File: config.mk
export PLATFORM = sky130hd
export DESIGN_NAME = reg_write_arbiter
export DESIGN_NICKNAME = d
export VERILOG_FILES = /design/src/rtl/reg_write_arbiter.sv
export SDC_FILE = /design/constraint.sdc
export NUM_CORES = 1
export LEC_CHECK = 0
export ABC_AREA = 1
export ABC_CLOCK_PERIOD_IN_PS = 1800
export CORE_MARGIN = 8
export CORE_UTILIZATION = 30
export DETAILED_ROUTE_END_ITERATION = 8
export DONT_BUFFER_PORTS = 1
export SYNTH_ARGS = -nofsm -noshare
export SYNTH_HDL_FRONTEND = slang
export SYNTH_SLANG_ARGS = --single-unit
File: constraint.sdc
create_clock -name clk -period 1.8 [get_ports clk]
set_input_delay 0.36 -clock clk [delete_from_list [all_inputs] [get_ports clk]]
set_output_delay 0.36 -clock clk [all_outputs]
set_load 0.01 [all_outputs]
File: src/rtl/reg_write_arbiter.sv
// Round-robin arbiter for the single register-file write port (A = ALU, B = load).
// Optional same-address write coalescing is enabled by defining WRITE_COALESCE_EN.
module reg_write_arbiter #(
  parameter int ADDR_WIDTH = 5,
  parameter int DATA_WIDTH = 32
) (
  input  logic                  clk,
  input  logic                  resetN,
  input  logic                  reqA,
  input  logic [ADDR_WIDTH-1:0] addrA,
  input  logic [DATA_WIDTH-1:0] dataA,
  input  logic                  reqB,
  input  logic [ADDR_WIDTH-1:0] addrB,
  input  logic [DATA_WIDTH-1:0] dataB,
  input  logic                  stall,
  output logic                  grantA,
  output logic                  grantB,
  output logic                  controlSignal,
  output logic                  regWrite,
  output logic [ADDR_WIDTH-1:0] writeAddr,
  output logic [DATA_WIDTH-1:0] writeData,
  output logic                  priorityB
);

  logic arb_ok;
  logic coalesce;

  // Grants are gated by resetN so nothing is accepted during a reset edge.
  assign arb_ok = resetN & ~stall;

`ifdef WRITE_COALESCE_EN
  assign coalesce = arb_ok & reqA & reqB & (addrA == addrB) & (addrA != '0);
`else
  assign coalesce = 1'b0;
`endif

  assign grantA = (arb_ok & reqA & (~reqB | ~priorityB)) | coalesce;
  assign grantB = (arb_ok & reqB & (~reqA | priorityB)) | coalesce;

  // NOTE: sequential state uses non-blocking assignments so every register
  // samples pre-edge values, independent of statement order.
  always_ff @(posedge clk) begin
    if (!resetN) begin
      regWrite      <= 1'b0;
      writeAddr     <= '0;
      writeData     <= '0;
      controlSignal <= 1'b0;
      priorityB     <= 1'b0;
    end else begin
      // B is checked first: on a coalesced pair its data is the later write.
      if (grantB) begin
        regWrite      <= (addrB != '0);
        writeAddr     <= addrB;
        writeData     <= dataB;
        controlSignal <= 1'b1;
      end else if (grantA) begin
        regWrite      <= (addrA != '0);
        writeAddr     <= addrA;
        writeData     <= dataA;
        controlSignal <= 1'b0;
      end else begin
        regWrite      <= 1'b0;
      end

      if (!coalesce) begin
        if (grantA)      priorityB <= 1'b1;
        else if (grantB) priorityB <= 1'b0;
      end
    end
  end

endmodule

Yosys cells after proc, flatten, opt, wreduce, memory -nomap -nowiden:

Index checks and enable logic that the tools add are counted.
Widths: inputs -> output; s select.

* multiplexer cells: 10
* bitwise gates (word level): 11
* reductions and logical operators: 3

Operators by type and width (count)
* $mux 32: 2
* $mux 5: 2
* $reduce_bool 5->1: 2
* $mux 1: 6
* $and 1x1->1: 5
* $not 1->1: 4
* $or 1x1->1: 2
* $reduce_bool 2->1: 1

* register bits: 40
* input port bits: 79
* output and inout port bits: 42
* word-level logic and storage cells: 29

Logic depth before layout (Yosys ltp):

Gate-level depths: netlist of run 1.

* depth after elaboration: 6
* mapped depth: 10
* gate-level depth less buffers: 7

Worst setup path after synthesis of run 1:

Ideal clock, no wire load.

* kind: input to register
* start point: input resetN
* end point: register writeAddr[4]
* arrival time: 1.332 ns
* data required time: 1.688 ns
* setup slack: 0.356 ns
* stages: 10
* cell sequence: buf_4 inv_4 nor2_8 nand3_2 buf_6 nand2_4 buf_2 nand2_1 nor2_1 nor2_1

* cells in the longest elaborated chain, start to end: 4
* elaborated cells on any way between the ends: 7

Ends and longest elaborated chain
* start, declared: RTL line 8 `input logic resetN,`
* $and 1x1->1: RTL line 29 `assign arb_ok = resetN & ~stall;`
* $and 1x1->1 (on tied branches) (2 in series): RTL line 38, 37
* $mux 5 or $reduce_bool 2->1 (tied branches)
* end signal, assigned: RTL line 53 `writeAddr <= addrB;`
* end signal, assigned: RTL line 58 `writeAddr <= addrA;`
* end, declared: RTL line 20 `output logic [ADDR_WIDTH-1:0] writeAddr,`

Parallel ways exist; a longest one is shown, timed or not.
A chain may end at the register's enable or synchronous reset.

Worst setup path after layout of run 1:

* start point: register priorityB
* end point: output grantA

* cells in the longest elaborated chain, start to end: 3

Ends and longest elaborated chain
* start, declared: RTL line 22 `output logic priorityB`
* start signal, assigned: RTL line 48 `priorityB <= 1'b0;`
* start signal, assigned: RTL line 66 `if (grantA) priorityB <= 1'b1;`
* start signal, assigned: RTL line 67 `else if (grantB) priorityB <= 1'b0;`
* $not 1->1: RTL line 37 `assign grantA = (arb_ok & reqA & (~reqB | ~priorityB)) | coalesce;`
* $or 1x1->1: RTL line 37
* $and 1x1->1: RTL line 37
* end, declared: RTL line 16 `output logic grantA,`

No other way between the ends.

==> results.tsv, run 1 <==
stage	metric	value	unit
synthesis	YS warnings	0	
routing	via count	2123	
layout	post-route cell area	2510	µm²
clocking	CTS tree	built	
synthesis	Main synth FF type	dfxtp_1	
synthesis	Synth Area in XOR/XNOR	0	
floorplan	num rows	32	
critical_path	Worst Path Max Fanout	18	
critical_path	worst-path cell chain	nand2_2 > nand4_4 > buf_8 > inv_1 > buf_4	
clocking	htree depth	2	
critical_path	crit-path leading delay family	flip-flops	
synthesis	Compound-Gate Fraction of Synth Area	0.00968	
global_routing	initial antenna violation count	0	
pwr	total power	1.96	mW
synthesis	most common cell in the netlist	nand2_1	
floorplan	io pins	121	
global_routing	GR Util All Layers	0.115	
placed_design	Placed Cells	466	
placed_design	hpwl dp	4620	µm
clocking	Reg clk slew, reported paths	0.08	ns
synthesis	number of synthesized flops with an enable pin	0	
synthesis	mux cell area share after synthesis	0	
critical_path	CP Data Arrival Time	1.27	ns
routing	# DRC	0	
sta	Pins Over Slew Limit	0	
critical_path	critical path buffer and inverter count	3	
layout	synth-to-layout area growth	8.07	%
placed_design	Final GP Congestion	0.782	
synthesis	flop and latch count out of synthesis	40	
clocking	worst-skew pair later-pin latency	0.29	ns
synthesis	top cells by count, synth	109 x nand2_1, 107 x nor2_1, 41 x inv_1	
hold_path	Min-Delay Path Class	input pin to flip-flop	
synthesis	distinct cell type count after synthesis	19	
sta	Final Hold Vio Count	0	
run_status	status	completed	
synthesis	synthesized area per cell	6.15	µm²
critical_path	CP Launch Type	flip-flop	
synthesis	synth top area cells	dfxtp_1 34%, nand2_1 18%, nor2_1 17%	
floorplan	DIE HEIGHT	104	µm
pwr	PD cells	781	nW/µm²
layout	Post-Layout Cell Count	473	
synthesis	Synth area leader	dfxtp_1	
placed_design	Port Buffer Count	0	
clocking	Clock Tree Buf Depth	2	
layout	Final Net Count	450	
critical_path	startpoint of the worst setup timing path	priorityB	
routing	initial detailed-routing violation count	80	
layout	register area	801	µm²
synthesis	largest family of logic cells by synthesized area	simple AND/OR/NAND/NOR gates	
global_routing	largest net degree at the start of global routing	44	
layout	fill count	856	
pwr	peak supply drop	0.000224	V
pwr	P_leak	1.34	nW
sta	RSZ-0062 raised after global routing	false	
floorplan	Initial Util	0.306	
synthesis	register area share after synthesis	0.344	
sta	min cycle time layout	1.63	ns
layout	Inserted Diodes	0	
critical_path	worst reg2reg path startpoint	priorityB	
sta	final period utilization	0.906	
hold_path	hold path startpoint	resetN	
synthesis	Simple-Gate Fraction of Synth Area	0.527	
synthesis	syn nets	457	
run	number of max-cap violations	0	
critical_path	critical path class	flip-flop to output pin	
layout	share of layout cells above drive strength 1	0.0836	
synthesis	Mapped Area	2330	µm²
floorplan	Core ar.	7610	µm²
critical_path	CP max-delay cell	dfxtp_1	
routing	DRT Pass-1 Iters	6	
critical_path	largest stage delay on the critical path	0.38	ns
sta	Final setup viols	0	
sta	Rel. slew slack	0.725	
routing	detailed-route wire length	6140	µm
clocking	CTS buffer count	5	
routing	vias per cell	4.49	
floorplan	die area	10800	µm²
synthesis	Post-synth ARST share	0	
global_routing	vias in the first global route	2131	
global_routing	GR Overflow Total	0	
sta	Clock Skews	0.00885	ns
critical_path	Crit path required time	1.44	ns
routing	antenna viol nets, final	0	
critical_path	CP Capture Type	output pin	
floorplan	Die X	104	µm
synthesis	Synth Instances	378	
global_routing	first-pass GRT wire length	10500	µm
layout	area of the multi-input gates	1270	µm²
clocking	post-CTS setup buffer count	0	
synthesis	Synth Area in Adders	0	
clocking	root buf cell	clkbuf_8	
routing	WL/cell	13.0	µm
placed_design	dpl cell area	2400	µm²
clocking	Sink Count	40	
sta	setup TNS	0	ns
sta	worst-margin pin slew	0.412	ns
synthesis	Yosys top cell area share	0.344	
sta	Highest Clock Rate	613	MHz
metal layers:
layer / vias up / routed length, µm / GRT usage
met2: 65 / 2890 / 0.191
met1: 932 / 2600 / 0.128
li1: 1120 / - / -
met5: - / 0 / 0
met4: 0 / 59 / 0.0279
met3: 6 / 587 / 0.0558
registers in the layout, indices dropped and copies added (netlist names):
signal / cells
writeAddr: 5
priorityB: 1
controlSignal: 1
regWrite: 1
writeData: 32
cell type report:
type,instances,area share
clock buffer,7,0.0383
timing repair buffer,7,0.0239
inverter,42,0.0637
sequential,40,0.319
tap,102,0.0508
multi-input combinational,275,0.505
cells by family after synthesis:
kind of cell    after synthesis
simple gates                271
buf+inv                      63
flops                        40
compound gates                4
timing repair:
action	CTS	global route
hold buffers	0	0
endpoints found under the setup margin	0	2
resized for setup	0	5
report_power, final:
group          total, mW  switching, mW  internal [mW]
clock              0.642          0.300          0.342
sequential          1.03         0.0763          0.952
combinational      0.293          0.169          0.125
worst paths after layout:
path / endpoint / slack, ns / depth (start not counted)
max: grantA / 0.17 / 5
min: writeData[19] / 0.19 / 2
max reg2reg: writeData[18] / 0.27 / 7
min reg2reg: priorityB / 0.53 / 2
cell usage in the layout (no fill, tap or decap):
cell / Yosys / final
nand4_4: 0 / 1
dfxtp_1: 40 / 40
buf_8: 0 / 1
nand4_1: 8 / 8
buf_4: 1 / 6
clkbuf_8: 0 / 7
nor2_1: 107 / 106
nor2_2: 10 / 11
nand3_4: 0 / 1
inv_4: 1 / 1
nand2_1: 109 / 108
nor2_8: 1 / 1
inv_1: 41 / 41
o31ai_1: 1 / 1
nand2_2: 0 / 1
o21ai_0: 3 / 3
nand2_4: 1 / 1
nand3b_1: 33 / 33
per-stage QoR:
step	utilization	setup WS, ns	hold WS (ns)
3_5_place_dp	0.315	0.303	0.496
4_1_cts	0.328	0.0164	0.179
6_report	0.330	0.170	0.191
3_3_place_gp	0.315	0.360	0.491
2_1_floorplan	-	0.356	0.496
5_1_grt	0.330	0.0587	0.172
Note: power is estimated with default switching activity, not from simulation.
==> run 2: changes to the inputs <==
--- a/config.mk
+++ b/config.mk
@@ -11,6 +11,7 @@
 export CORE_UTILIZATION = 30
 export DETAILED_ROUTE_END_ITERATION = 8
 export DONT_BUFFER_PORTS = 1
+export SETUP_SLACK_MARGIN = 0.05
 export SYNTH_ARGS = -nofsm -noshare
 export SYNTH_HDL_FRONTEND = slang
 export SYNTH_SLANG_ARGS = --single-unit
==> constraint.sdc (replaced) <==
create_clock -name clk -period 1.8 [get_ports clk]
set_input_delay 0.45 -clock clk [delete_from_list [all_inputs] [get_ports clk]]
set_output_delay 0.45 -clock clk [all_outputs]
set_load 0.01 [all_outputs]
==> results.tsv, run 2 (same netlist as run 1, synthesis figures left out) <==
stage	metric	value	unit	change
floorplan	Initial Util	0.306		unchanged
layout	biggest registers after layout	writeData: 32 flops, writeAddr: 5 flops		
layout	post-route cell area	2520	µm²	+0.35%
layout	Final Net Count	449		-0.22%
routing	via count	2130		+0.33%
placed_design	pre-CTS setup slack	0.207	ns	-0.0965 ns
pwr	P_leak	1.34	nW	about the same
sta	Highest Clock Rate	609	MHz	-0.80%
sta	min cycle time layout	1.64	ns	+0.0132 ns
sta	setup TNS	0	ns	unchanged
placed_design	Final GP Congestion	0.774		-1.0%
floorplan	num rows	32		unchanged
critical_path	CP max-delay cell	dfxtp_1		
pwr	peak supply drop	0.000309	V	+38%
sta	Pins Over Slew Limit	0		unchanged
placed_design	dpl cell area	2410	µm²	+0.73%
global_routing	largest net degree at the start of global routing	56		+27%
floorplan	die area	10800	µm²	unchanged
layout	synth-to-layout area growth	8.45	%	
layout	most frequent cells in the layout	108 x nand2_1, 106 x nor2_1, 41 x inv_1, 40 x dfxtp_1, 33 x nand3b_1		
clocking	CTS tree	built		
routing	WL/cell	13.1	µm	+1.2%
sta	RSZ-0062 raised after global routing	false		
placed_design	hpwl dp	4570	µm	-1.0%
floorplan	Die X	104	µm	unchanged
hold_path	Min-Delay Path Class	input pin to flip-flop		
global_routing	GR Overflow Total	0		unchanged
clocking	Sink Count	40		unchanged
critical_path	largest stage delay on the critical path	0.34	ns	-0.04 ns
layout	area of the multi-input gates	1270	µm²	+0.39%
floorplan	Core ar.	7610	µm²	unchanged
critical_path	worst reg2reg path startpoint	priorityB		
layout	max FFs per register	32		unchanged
layout	fill count	835		-2.5%
routing	vias per cell	4.50		+0.33%
sta	Rel. slew slack	0.723		-0.00235
floorplan	io pins	121		unchanged
hold_path	hold path startpoint	resetN		
pwr	PD cells	773	nW/µm²	-1.1%
sta	Fin Hold WS	0.285	ns	+0.0941 ns
layout	register area	801	µm²	unchanged
global_routing	first-pass GRT wire length	10400	µm	-0.79%
floorplan	DIE HEIGHT	104	µm	unchanged
clocking	post-CTS setup buffer count	0		unchanged
clocking	CTS buffer count	5		unchanged
layout	Reg with most FFs	writeData		
clocking	root buf cell	clkbuf_8		
clocking	Reg clk slew, reported paths	0.08	ns	about the same
placed_design	Port Buffer Count	0		unchanged
critical_path	Worst Path Max Fanout	5		-13
critical_path	startpoint of the worst setup timing path	priorityB		
sta	final period utilization	0.913		+0.00732
global_routing	GR Util All Layers	0.114		-0.000734
critical_path	CP Capture Type	output pin		
critical_path	Crit path required time	1.35	ns	-0.09 ns
global_routing	vias in the first global route	2142		+0.52%
routing	initial detailed-routing violation count	73		-8.8%
routing	detailed-route wire length	6210	µm	+1.2%
layout	commonest non-fill, non-tap cell in the layout	nand2_1		
sta	Final setup viols	0		unchanged
run_status	status	completed		
clocking	htree depth	2		unchanged
critical_path	CP Data Arrival Time	1.19	ns	-0.08 ns
critical_path	critical path class	flip-flop to output pin		
routing	# DRC	0		unchanged
sta	Clock Skews	0.00896	ns	+0.000113 ns
layout	share of layout cells above drive strength 1	0.0782		-0.00539
run	number of max-cap violations	0		unchanged
routing	antenna viol nets, final	0		unchanged
sta	worst-margin pin slew	0.415	ns	+0.00352 ns
sta	slack of the critical path	0.157	ns	-0.0132 ns
layout	Inserted Diodes	0		unchanged
global_routing	initial antenna violation count	0		unchanged
clocking	Clock Tree Buf Depth	2		unchanged
layout	final core utilization	0.332		+0.00115
sta	Final Hold Vio Count	0		unchanged
clocking	worst-skew pair later-pin latency	0.29	ns	about the same
critical_path	worst-path cell chain	nand2_1 > nand4_4 > inv_1 > buf_4		
critical_path	R2R Setup Slk	0.32	ns	+0.05 ns
routing	DRT Pass-1 Iters	4		-2
critical_path	CP Launch Type	flip-flop		
==> run 2: cell types whose count changed in the layout (fill, tap and decap cells not counted), sizes merged <==
cell,previous run,this run
clkbuf,7,8
buf,7,6
==> run 2: critical path: cells and delay by family, from the launching register on <==
| family | cells | cell delay [ns] |
|---|---|---|
| buffers and inverters | 2 | 0.24 |
| flip-flops | 1 | 0.34 |
| AND/OR/NAND/NOR | 2 | 0.32 |
==> run 2: area by class of cell <==
| type | instances | area share |
|---|---|---|
| Clock buffer | 8 | 0.0357 |
| Timing Repair Buffer | 6 | 0.0278 |
| Inverter | 42 | 0.0635 |
| Multi-Input combinational cell | 275 | 0.505 |
| Sequential cell | 40 | 0.317 |
| Tap cell | 102 | 0.0506 |
==> run 2: path summary, 6_finish.rpt <==
check             endpoint  cells past startpoint
max                 grantA                      4
max reg2reg  writeData[18]                      7
min reg2reg      priorityB                      2
min          writeData[19]                      2
==> run 2: what timing repair did <==
action | 4_1_cts | 5_1_grt
endpoints found under the setup margin | 1 | 2
gates resized for setup | 1 | 3
hold buffers | 0 | 0
==> run 2: power breakdown <==
part | internal (mW) | total [mW] | switching [mW] | leakage [nW]
Sequential | 0.952 | 1.03 | 0.0749 | 0.329
Clock | 0.313 | 0.624 | 0.311 | 0.0455
Combinational | 0.127 | 0.299 | 0.172 | 0.964
==> run 2: routing by layer <==
layer / track usage / vias up / share of wire / wire length, µm
li1: - / 1120 / - / -
met1: 0.122 / 929 / 0.42 / 2610
met2: 0.194 / 77 / 0.48 / 2960
met3: 0.0558 / 4 / 0.095 / 592
met4: 0.0310 / 0 / 0.0074 / 46
met5: 0 / - / 0 / 0
==> run 2: per-stage QoR <==
step | total power, mW | cells
floorplan | 1.29 | 378
global placement | 1.34 | 465
detailed placement | 1.35 | 465
CTS | 1.99 | 473
global route | 2.08 | 473
finish | 1.95 | 473
